File: src/rtl/result_collector.sv
// Collects a stream of result words into one packed matrix and hands it downstream.
// Define RESULT_COLLECTOR_ACCUM_EN to sum successive tiles into the buffer until last_i.
module result_collector #(
  parameter int width_p        = 32,
  parameter int array_width_p  = 2,
  parameter int array_height_p = 2,
  localparam int num_words     = array_width_p * array_height_p,
  localparam int count_width   = $clog2(num_words + 1)
) (
  input  logic                           clk_i,
  input  logic                           reset_n_i,
  input  logic                           en_i,
  input  logic                           valid_i,
  input  logic [width_p-1:0]             data_i,
  output logic                           yumi_o,
  input  logic                           last_i,
  output logic                           valid_o,
  input  logic                           ready_i,
  output logic [width_p*num_words-1:0]   data_o,
  output logic [count_width-1:0]         count_o
);

  typedef enum logic {COLLECT, DONE} state_t;

  localparam logic [count_width-1:0] last_idx = count_width'(num_words - 1);

  state_t                 state, next_state;
  logic [width_p-1:0]     slots [num_words];
  logic [count_width-1:0] count;
  logic                   complete;
  logic                   release_matrix;
  logic                   finish_matrix;

  always_comb begin
    yumi_o         = en_i & valid_i & (state == COLLECT);
    complete       = yumi_o & (count == last_idx);
    release_matrix = en_i & ready_i & (state == DONE);
  end

`ifdef RESULT_COLLECTOR_ACCUM_EN
  assign finish_matrix = complete & last_i;
`else
  logic unused_last;
  assign unused_last   = last_i;
  assign finish_matrix = complete;
`endif

  always_ff @(posedge clk_i or negedge reset_n_i) begin
    if (!reset_n_i) state <= COLLECT;
    else            state <= next_state;
  end

  always_comb begin
    next_state = state;
    case (state)
      COLLECT: if (finish_matrix)  next_state = DONE;
      DONE:    if (release_matrix) next_state = COLLECT;
      default:                     next_state = COLLECT;
    endcase
  end

  always_ff @(posedge clk_i or negedge reset_n_i) begin
    if (!reset_n_i) begin
      count <= '0;
    end else if (yumi_o) begin
      count <= complete ? '0 : count + 1'b1;
    end
  end

  // Slot select by comparison keeps the index free of width mismatches for any array size.
  always_ff @(posedge clk_i or negedge reset_n_i) begin
    if (!reset_n_i) begin
      for (int unsigned k = 0; k < num_words; k++) slots[k] <= '0;
    end else if (release_matrix) begin
      for (int unsigned k = 0; k < num_words; k++) slots[k] <= '0;
    end else if (yumi_o) begin
      for (int unsigned k = 0; k < num_words; k++) begin
        if (count == count_width'(k)) begin
`ifdef RESULT_COLLECTOR_ACCUM_EN
          slots[k] <= slots[k] + data_i;
`else
          slots[k] <= data_i;
`endif
        end
      end
    end
  end

  always_comb begin
    data_o = '0;
    for (int unsigned k = 0; k < num_words; k++) data_o[k*width_p +: width_p] = slots[k];
  end

  assign valid_o = (state == DONE);
  assign count_o = count;

endmodule

File: config.mk
export PLATFORM = sky130hd
export DESIGN_NAME = result_collector
export DESIGN_NICKNAME = d
export VERILOG_FILES = /design/src/rtl/result_collector.sv
export SDC_FILE = /design/constraint.sdc
export NUM_CORES = 1
export LEC_CHECK = 0
export CAP_MARGIN = 20
export CORE_ASPECT_RATIO = 0.9
export CORE_MARGIN = 10
export CORE_UTILIZATION = 50
export CTS_CLUSTER_DIAMETER = 200
export CTS_CLUSTER_SIZE = 40
export DETAILED_ROUTE_END_ITERATION = 8
export GPL_TIMING_DRIVEN = 0
export HOLD_SLACK_MARGIN = 0.02
export PLACE_DENSITY = 0.85
export REMOVE_ABC_BUFFERS = 1
export SLEW_MARGIN = 0
export SYNTH_ARGS = -nofsm -noshare
export SYNTH_HDL_FRONTEND = slang
export SYNTH_SLANG_ARGS = --single-unit
export TNS_END_PERCENT = 1
File: constraint.sdc
create_clock -name clk_i -period 3.35 [get_ports clk_i]
set_input_delay 0.67 -clock clk_i [delete_from_list [all_inputs] [get_ports clk_i]]
set_output_delay 0.67 -clock clk_i [all_outputs]
set_load 0.02 [all_outputs]
## Word level (Yosys, flattened, before mapping)

Index checks and enable logic that the tools add are counted.

| cells by class | value |
|---|---|
| add/sub/neg operators | 1 |
| eq/ne operators | 3 |
| muxes and demuxes | 10 |
| bitwise gates (word level) | 6 |
| reduce and logical (&&, ||, !) cells | 10 |

Operator list:

| cell | count |
|---|---|
| 128-bit 2-to-1 mux | 2 |
| 32-bit 2-to-1 mux | 4 |
| 2-bit nonzero test | 5 |
| 2-bit AND reduction | 4 |
| 3-bit by 2-bit equality test with 1-bit output, second input constant | 2 |
| 1-bit AND | 5 |
| 3-bit by 1-bit adder with 3-bit output, second input constant | 1 |
| 3-bit by 1-bit equality test with 1-bit output, second input constant | 1 |
| 3-bit zero test | 1 |
| 3-bit 2-to-1 mux | 1 |
| 1-bit 2-to-1 mux | 2 |
| 1-bit one-hot mux with 2 select lines | 1 |
| 1-bit inverter | 1 |

| storage, ports and cells | value |
|---|---|
| bits in registers | 132 |
| output and inout bits | 133 |
| word-level logic and storage cells | 36 |

## Logic depth before layout (Yosys ltp)

Gate-level depths: netlist (run 1).

| logic depth | value |
|---|---|
| word-level depth | 5 |
| mapped depth | 7 |
| mapped depth without buffers | 5 |

## Worst setup path before layout (run 1)

Ideal clock, no wire load.

| timing | value |
|---|---|
| path kind | input port to output port |
| start | input port en_i |
| end | output port yumi_o |
| arrival | 1.161 ns |
| data required time | 2.680 ns |
| path slack | 1.519 ns |
| stages on the path | 3 |
| buffers on the path | 2 |
| cell sequence | and3b_1 buf_4 buf_2 |

| between the ends | value |
|---|---|
| cells in the longest elaborated chain, start to end | 2 |

RTL lines:

| item | line | RTL |
|---|---|---|
| from (decl) | 12 | `input logic en_i,` |
| 1-bit AND (2 in series) | 35 | `yumi_o = en_i & valid_i & (state == COLLECT);` |
| to (decl) | 15 | `output logic yumi_o,` |

Every way passes these cells.

## Worst setup path in the final report (run 1)

Ends and elaborated chain as after synthesis.

==> results of run 1 <==
## path summary, 6_finish.rpt
kind	to	from	slack, ns
setup / recovery	yumi_o	en_i	0.09
hold / removal	data_o[26]	reset_n_i	0.24
setup reg to reg	data_o[8]	count_o[2]	0.63
hold reg to reg	data_o[103]	data_o[103]	0.51
max in group asynchronous	data_o[17]	reset_n_i	2.37
min in group clk_i	data_o[103]	data_o[103]	0.51
## synth_stat cells
cell,number,area share (%)
buf_6,4,0.81
nand3b_1,1,0.14
and3b_1,1,0.16
buf_2,22,2.0
and2_1,2,0.23
buf_1,1,0.068
and4bb_1,1,0.23
nor2b_1,2,0.23
and2_4,2,0.32
buf_4,8,1.1
nor2_1,1,0.068
a21o_1,1,0.14
a21boi_0,1,0.14
o21ai_1,121,11
nand2_1,129,8.7
nand3_1,129,12
o21ai_0,8,0.72
ha_1,4,0.90
clkbuf_1,22,1.5
mux2_1,1,0.20
inv_1,2,0.14
dfrtp_1,132,60
## through the flow
stage	total power [uW]	utilization (%)	cell area [sq um]
3_5_place_dp	6791	67.81	7331
2_1_floorplan	4535	-	5238
3_3_place_gp	6513	65.64	7096
4_1_cts	8623	73.15	7908
5_1_grt	9031	73.15	7908
6_report	8591	73.15	7908
## state kept, by name, summed over array words and instances, names as in the netlist
| name | cells |
|---|---|
| count_o | 3 |
| data_o | 128 |
| valid_o | 1 |
## cell families after synthesis
group | count (synthesis)
buffers and inverters | 59
muxes | 1
adders and majority gates | 4
AOI/OAI and AO/OA | 131
DFF | 132
and+or+nand+nor | 268
## cell type report
| type | count | area, sq um |
|---|---|---|
| tap | 133 | 166.4 |
| fill | 778 | 2903 |
| clock inverter | 3 | 40.04 |
| sequential | 132 | 3303 |
| timing repair buffer | 177 | 1898 |
| clock buffer | 28 | 536.8 |
| multi-input combinational | 404 | 1956 |
| inverter | 2 | 7.507 |
## power groups by stage
stage                     logic, uW  registers (uW)  clock network [uW]
after detailed placement       4020            2770                   0
after CTS                      4060            2760                1800
final                          4020            2770                1800
after floorplan                 946            3590                   0
after global routing           4310            2840                1880
after global placement         3790            2730                   0
## layer usage
layer | part of all wire [%] | track usage (%)
met1 | 39 | 28.02
met4 | 1.3 | 8.194
met2 | 50 | 38.54
met3 | 10 | 9.331
met5 | 0 | 0
## worst reg2reg max path: cells and delay by family (launching register included)
| kind | cells | cell delay [ns] |
|---|---|---|
| simple gates | 2 | 1.47 |
| buf+inv | 2 | 0.54 |
| flops | 1 | 0.46 |
| compound gates | 1 | 0.12 |
## layout by cell type, fill, tap and decap left out, drive strengths merged, types with 2 or more instances in the layout
master         instances
dfrtp                132
inv                    2
clkdlybuf4s50        168
nor2b                  2
nand3                129
buf                    9
nand2                129
o21ai                129
ha                     4
clkbuf                28
and2                   4
clkinv                 2
==> results.json, run 1 <==
{
  "crit_chain": "clkdlybuf4s50_1 -> and3b_2 -> clkdlybuf4s50_1",
  "p_leak_uw": 0.003392,
  "crit_cells": 3,
  "synth_top_family_by_area": "simple AND/OR/NAND/NOR gates",
  "rsz0062_at_grt": "false",
  "detailed_place_hpwl_um": 11870,
  "max-slew-margin-rel_pct": 36.25,
  "synthMuxAreaShare_pct": 0.2033,
  "antenna_found_initial": 0,
  "start_util_pct": 51.24,
  "dr_total_vias": 5175,
  "synth-seq-area-share_pct": 59.63,
  "status": "finished clean",
  "cp.arrival_ns": 2.59,
  "cts.clk_slew.worst_paths_ns": 0.05,
  "drtAntennaViolNets": 0,
  "cts_max_level": 4,
  "worst-setup-path-type": "input port to output pin",
  "cts_tree": "built",
  "cpMostUsedCell": "clkdlybuf4s50_1",
  "cpPeakStageDelay_ns": 0.73,
  "syn_area_sq_um": 5539,
  "syn_avg_cell_area_sq_um": 9.309,
  "synthCells": 595,
  "ctsHoldBuffers": 0,
  "post_drt_wl_per_cell_um": 21.02,
  "grt_pass1_vias": 5331,
  "synth.distinct_cells": 22,
  "drv_cap": 0,
  "power_density_nw_per_um2": 1086,
  "viasPerCell": 5.887,
  "layout_min_cycle_time_ns": 3.260,
  "synth_xor_area_share_pct": 0,
  "seq_power_share_pct": 32.2,
  "pin_count": 171,
  "path_delay_family": "buffers and inverters",
  "dieArea_sq_um": 15690,
  "ys_ff_latch": 132,
  "yosys.area_share.adder_pct": 0.9035,
  "fp.dieH_um": 119.9,
  "fmax_mhz": 306.8,
  "finalSetupViolCount": 0,
  "synthSimpleGateAreaFrac_pct": 21.75,
  "grt_use_total_pct": 23.73,
  "die_x_um": 130.9,
  "cts_buffers": 17,
  "hold_viol": 0,
  "skew_ns": 0.007337,
  "cts_sinks": 132,
  "clk_path_buf_depth": 2,
  "internal-power_uw": 5199,
  "slew_violations": 0,
  "critPathMaxFanout": 30,
  "overflow": 0,
  "grt_pass1_wl_um": 29250,
  "post-place-ws_ns": 0.01139,
  "firstDrtPassIters": 5,
  "p_switching_uw": 3391,
  "io_buffers": 169,
  "fin_crit_sh_pct": 97.31,
  "root_buffer": "clkbuf_16",
  "first_iter_violations": 590,
  "cts_resized": 0,
  "layout.cells.non_filler": 879,
  "worst_r2r_path_depth": 5,
  "cp_num_buf_inv": 2,
  "layout-drive-gt1-share_pct": 5.764,
  "syn2layout_area_growth_pct": 42.76,
  "endpoint_kind": "output pin",
  "tightestPinTransition_ns": 0.9542,
  "grt_max_degree": 74,
  "setup_slack_ns": 0.09017,
  "diodes": 0,
  "vdd_ir_drop_max_mv": 0.8472,
  "drc": 0,
  "placed_cells": 848,
  "core_area_sq_um": 10810,
  "routed_wl_um": 18480,
  "switching_share_pct": 39.48,
  "row_count": 36,
  "nets": 776,
  "power_frac_comb_pct": 46.8,
  "fin_tns_setup_ns": 0,
  "post_cts_buffers": 0,
  "whs_ns": 0.2356,
  "critical_path_required_ns": 2.68,
  "synth_compound_area_share_pct": 11.93,
  "min_path_type": "input port to asynchronous set/reset pin",
  "clkPwrFrac_pct": 21.0,
  "gp_congestion": 0.7944,
  "ys_warn_count": 0,
  "slowest_stage": "clkdlybuf4s50_1",
  "insertion_delay_ns": 0.42,
  "critPathLaunchType": "input port"
}
No activity file was read; power rests on OpenSTA's default activity.
==> run 2, diff against run 1 <==
--- a/config.mk
+++ b/config.mk
@@ -5,7 +5,7 @@
 export SDC_FILE = /design/constraint.sdc
 export NUM_CORES = 1
 export LEC_CHECK = 0
-export CAP_MARGIN = 20
+export CAP_MARGIN = 10
 export CORE_ASPECT_RATIO = 0.9
 export CORE_MARGIN = 10
 export CORE_UTILIZATION = 50
==> run 2 against run 1 <==
Clock-buffer cell count decreased by 2; global-route usage fell by 0.060 points; combinational power about the same; flip-flop and latch count is the same; clock power hardly changed; largest power group unchanged; register-to-register slack about the same; critical endpoint unchanged; die area unchanged; non-clock buffer count unchanged; wire length shrank 0.89%; critical path depth stayed put.
==> results.json, run 2 (synthesis results as in run 1) <==
{
  "status": "finished clean",
  "setup_slack_ns": 0.09874,
  "cts.clk_slew.worst_paths_ns": 0.05,
  "layout_min_cycle_time_ns": 3.251,
  "slowest_stage": "clkdlybuf4s50_1",
  "start_util_pct": 51.24,
  "dr_total_vias": 5134,
  "fp.dieH_um": 119.9,
  "cts_tree": "built",
  "worst-setup-path-type": "input port to output pin",
  "max-slew-margin-rel_pct": 35.15,
  "path_delay_family": "buffers and inverters",
  "firstDrtPassIters": 7,
  "whs_ns": 0.2333,
  "ctsHoldBuffers": 0,
  "post-place-ws_ns": -0.02718,
  "most-common-layout-cells": "clkdlybuf4s50_1 (168), dfrtp_1 (132), nand2_1 (129), nand3_1 (128), o21ai_1 (121)",
  "critical_path_required_ns": 2.68,
  "total_power_uw": 8544,
  "gp_congestion": 0.7944,
  "cp_num_buf_inv": 2,
  "viasPerCell": 5.847,
  "cts_resized": 0,
  "largest_register_ffs": 128,
  "detailed_place_hpwl_um": 11880,
  "layout-drive-gt1-share_pct": 5.772,
  "p_leak_uw": 0.003388,
  "syn2layout_area_growth_pct": 42.53,
  "root_buffer": "clkbuf_16",
  "critPathLaunchType": "input port",
  "cts_max_level": 4,
  "routed_wl_um": 18320,
  "hold_viol": 0,
  "cts_sinks": 132,
  "io_buffers": 169,
  "drtAntennaViolNets": 0,
  "cp.arrival_ns": 2.58,
  "grt_pass1_vias": 5267,
  "grt_max_degree": 74,
  "insertion_delay_ns": 0.41,
  "post_cts_buffers": 0,
  "finalSetupViolCount": 0,
  "first_iter_violations": 590,
  "diodes": 0,
  "crit_chain": "clkdlybuf4s50_1 -> and3b_2 -> clkdlybuf4s50_1",
  "core_area_sq_um": 10810,
  "skew_ns": 0.008576,
  "vdd_ir_drop_max_mv": 0.8498,
  "endpoint_kind": "output pin",
  "pin_count": 171,
  "min_path_type": "input port to asynchronous set/reset pin",
  "power_density_nw_per_um2": 1082,
  "drc": 0,
  "drv_cap": 0,
  "fin_tns_setup_ns": 0,
  "clk_path_buf_depth": 2,
  "critPathMaxFanout": 30,
  "final_common_cell": "clkdlybuf4s50_1",
  "cpPeakStageDelay_ns": 0.73,
  "fmax_mhz": 307.6,
  "antenna_found_initial": 0,
  "nets": 776,
  "cpMostUsedCell": "clkdlybuf4s50_1",
  "grt_pass1_wl_um": 29170,
  "tightestPinTransition_ns": 0.9707,
  "overflow": 0,
  "row_count": 36,
  "slew_violations": 0,
  "num-fill-cells": 769,
  "dieArea_sq_um": 15690,
  "grt_use_total_pct": 23.67,
  "post_drt_wl_per_cell_um": 20.86,
  "rsz0062_at_grt": "false",
  "cts_buffers": 17,
  "fin_crit_sh_pct": 97.05,
  "die_x_um": 130.9
}
run 2: cell types whose count changed in the layout (fill, tap and decap cells not counted):
cell      before  now
clkinv_2       2    3
clkbuf_1       4    3
clkbuf_8       7    6
run 2: power by group:
group	internal [uW]	switching, uW	leakage [uW]
Clock	1130	643	0.000282
Sequential	2320	443	0.00170
Combinational	1730	2290	0.00140
run 2: final timing paths:
check                       startpoint           to  slack [ns]  depth (start not counted)
min in group clk_i         data_o[103]  data_o[103]        0.52                          2
max in group asynchronous    reset_n_i   data_o[73]        2.36                          2
max reg2reg                 count_o[2]    data_o[4]        0.62                          5
min                          reset_n_i   data_o[90]        0.23                          1
min reg2reg                data_o[103]  data_o[103]        0.52                          2
max                               en_i       yumi_o         0.1                          3
run 2: per-layer routing:
metal | vias up | routed length (um) | GRT usage (%)
li1 | 2299 | - | -
met1 | 2535 | 6960 | 28.06
met2 | 277 | 9300 | 38.95
met3 | 23 | 1892 | 9.463
met4 | 0 | 162 | 6.528
met5 | - | 0 | 0
run 2: area by class of cell:
class	count	area [sq um]	area share, %
Tap cell	133	166.4	2.108
Clock inverter	4	45.04	0.5705
Multi-Input combinational cell	404	1956	24.77
Inverter	2	7.507	0.09509
Timing Repair Buffer	177	1898	24.04
Sequential cell	132	3303	41.84
Clock buffer	26	519.2	6.577
run 2: stage by stage:
step / utilization (%) / std cells / area (sq um)
finish: 73.03 / 878 / 7895
global route: 73.03 / 878 / 7895
CTS: 73.03 / 878 / 7895
detailed placement: 67.81 / 848 / 7331
global placement: 65.64 / 840 / 7096
floorplan: - / 538 / 5238
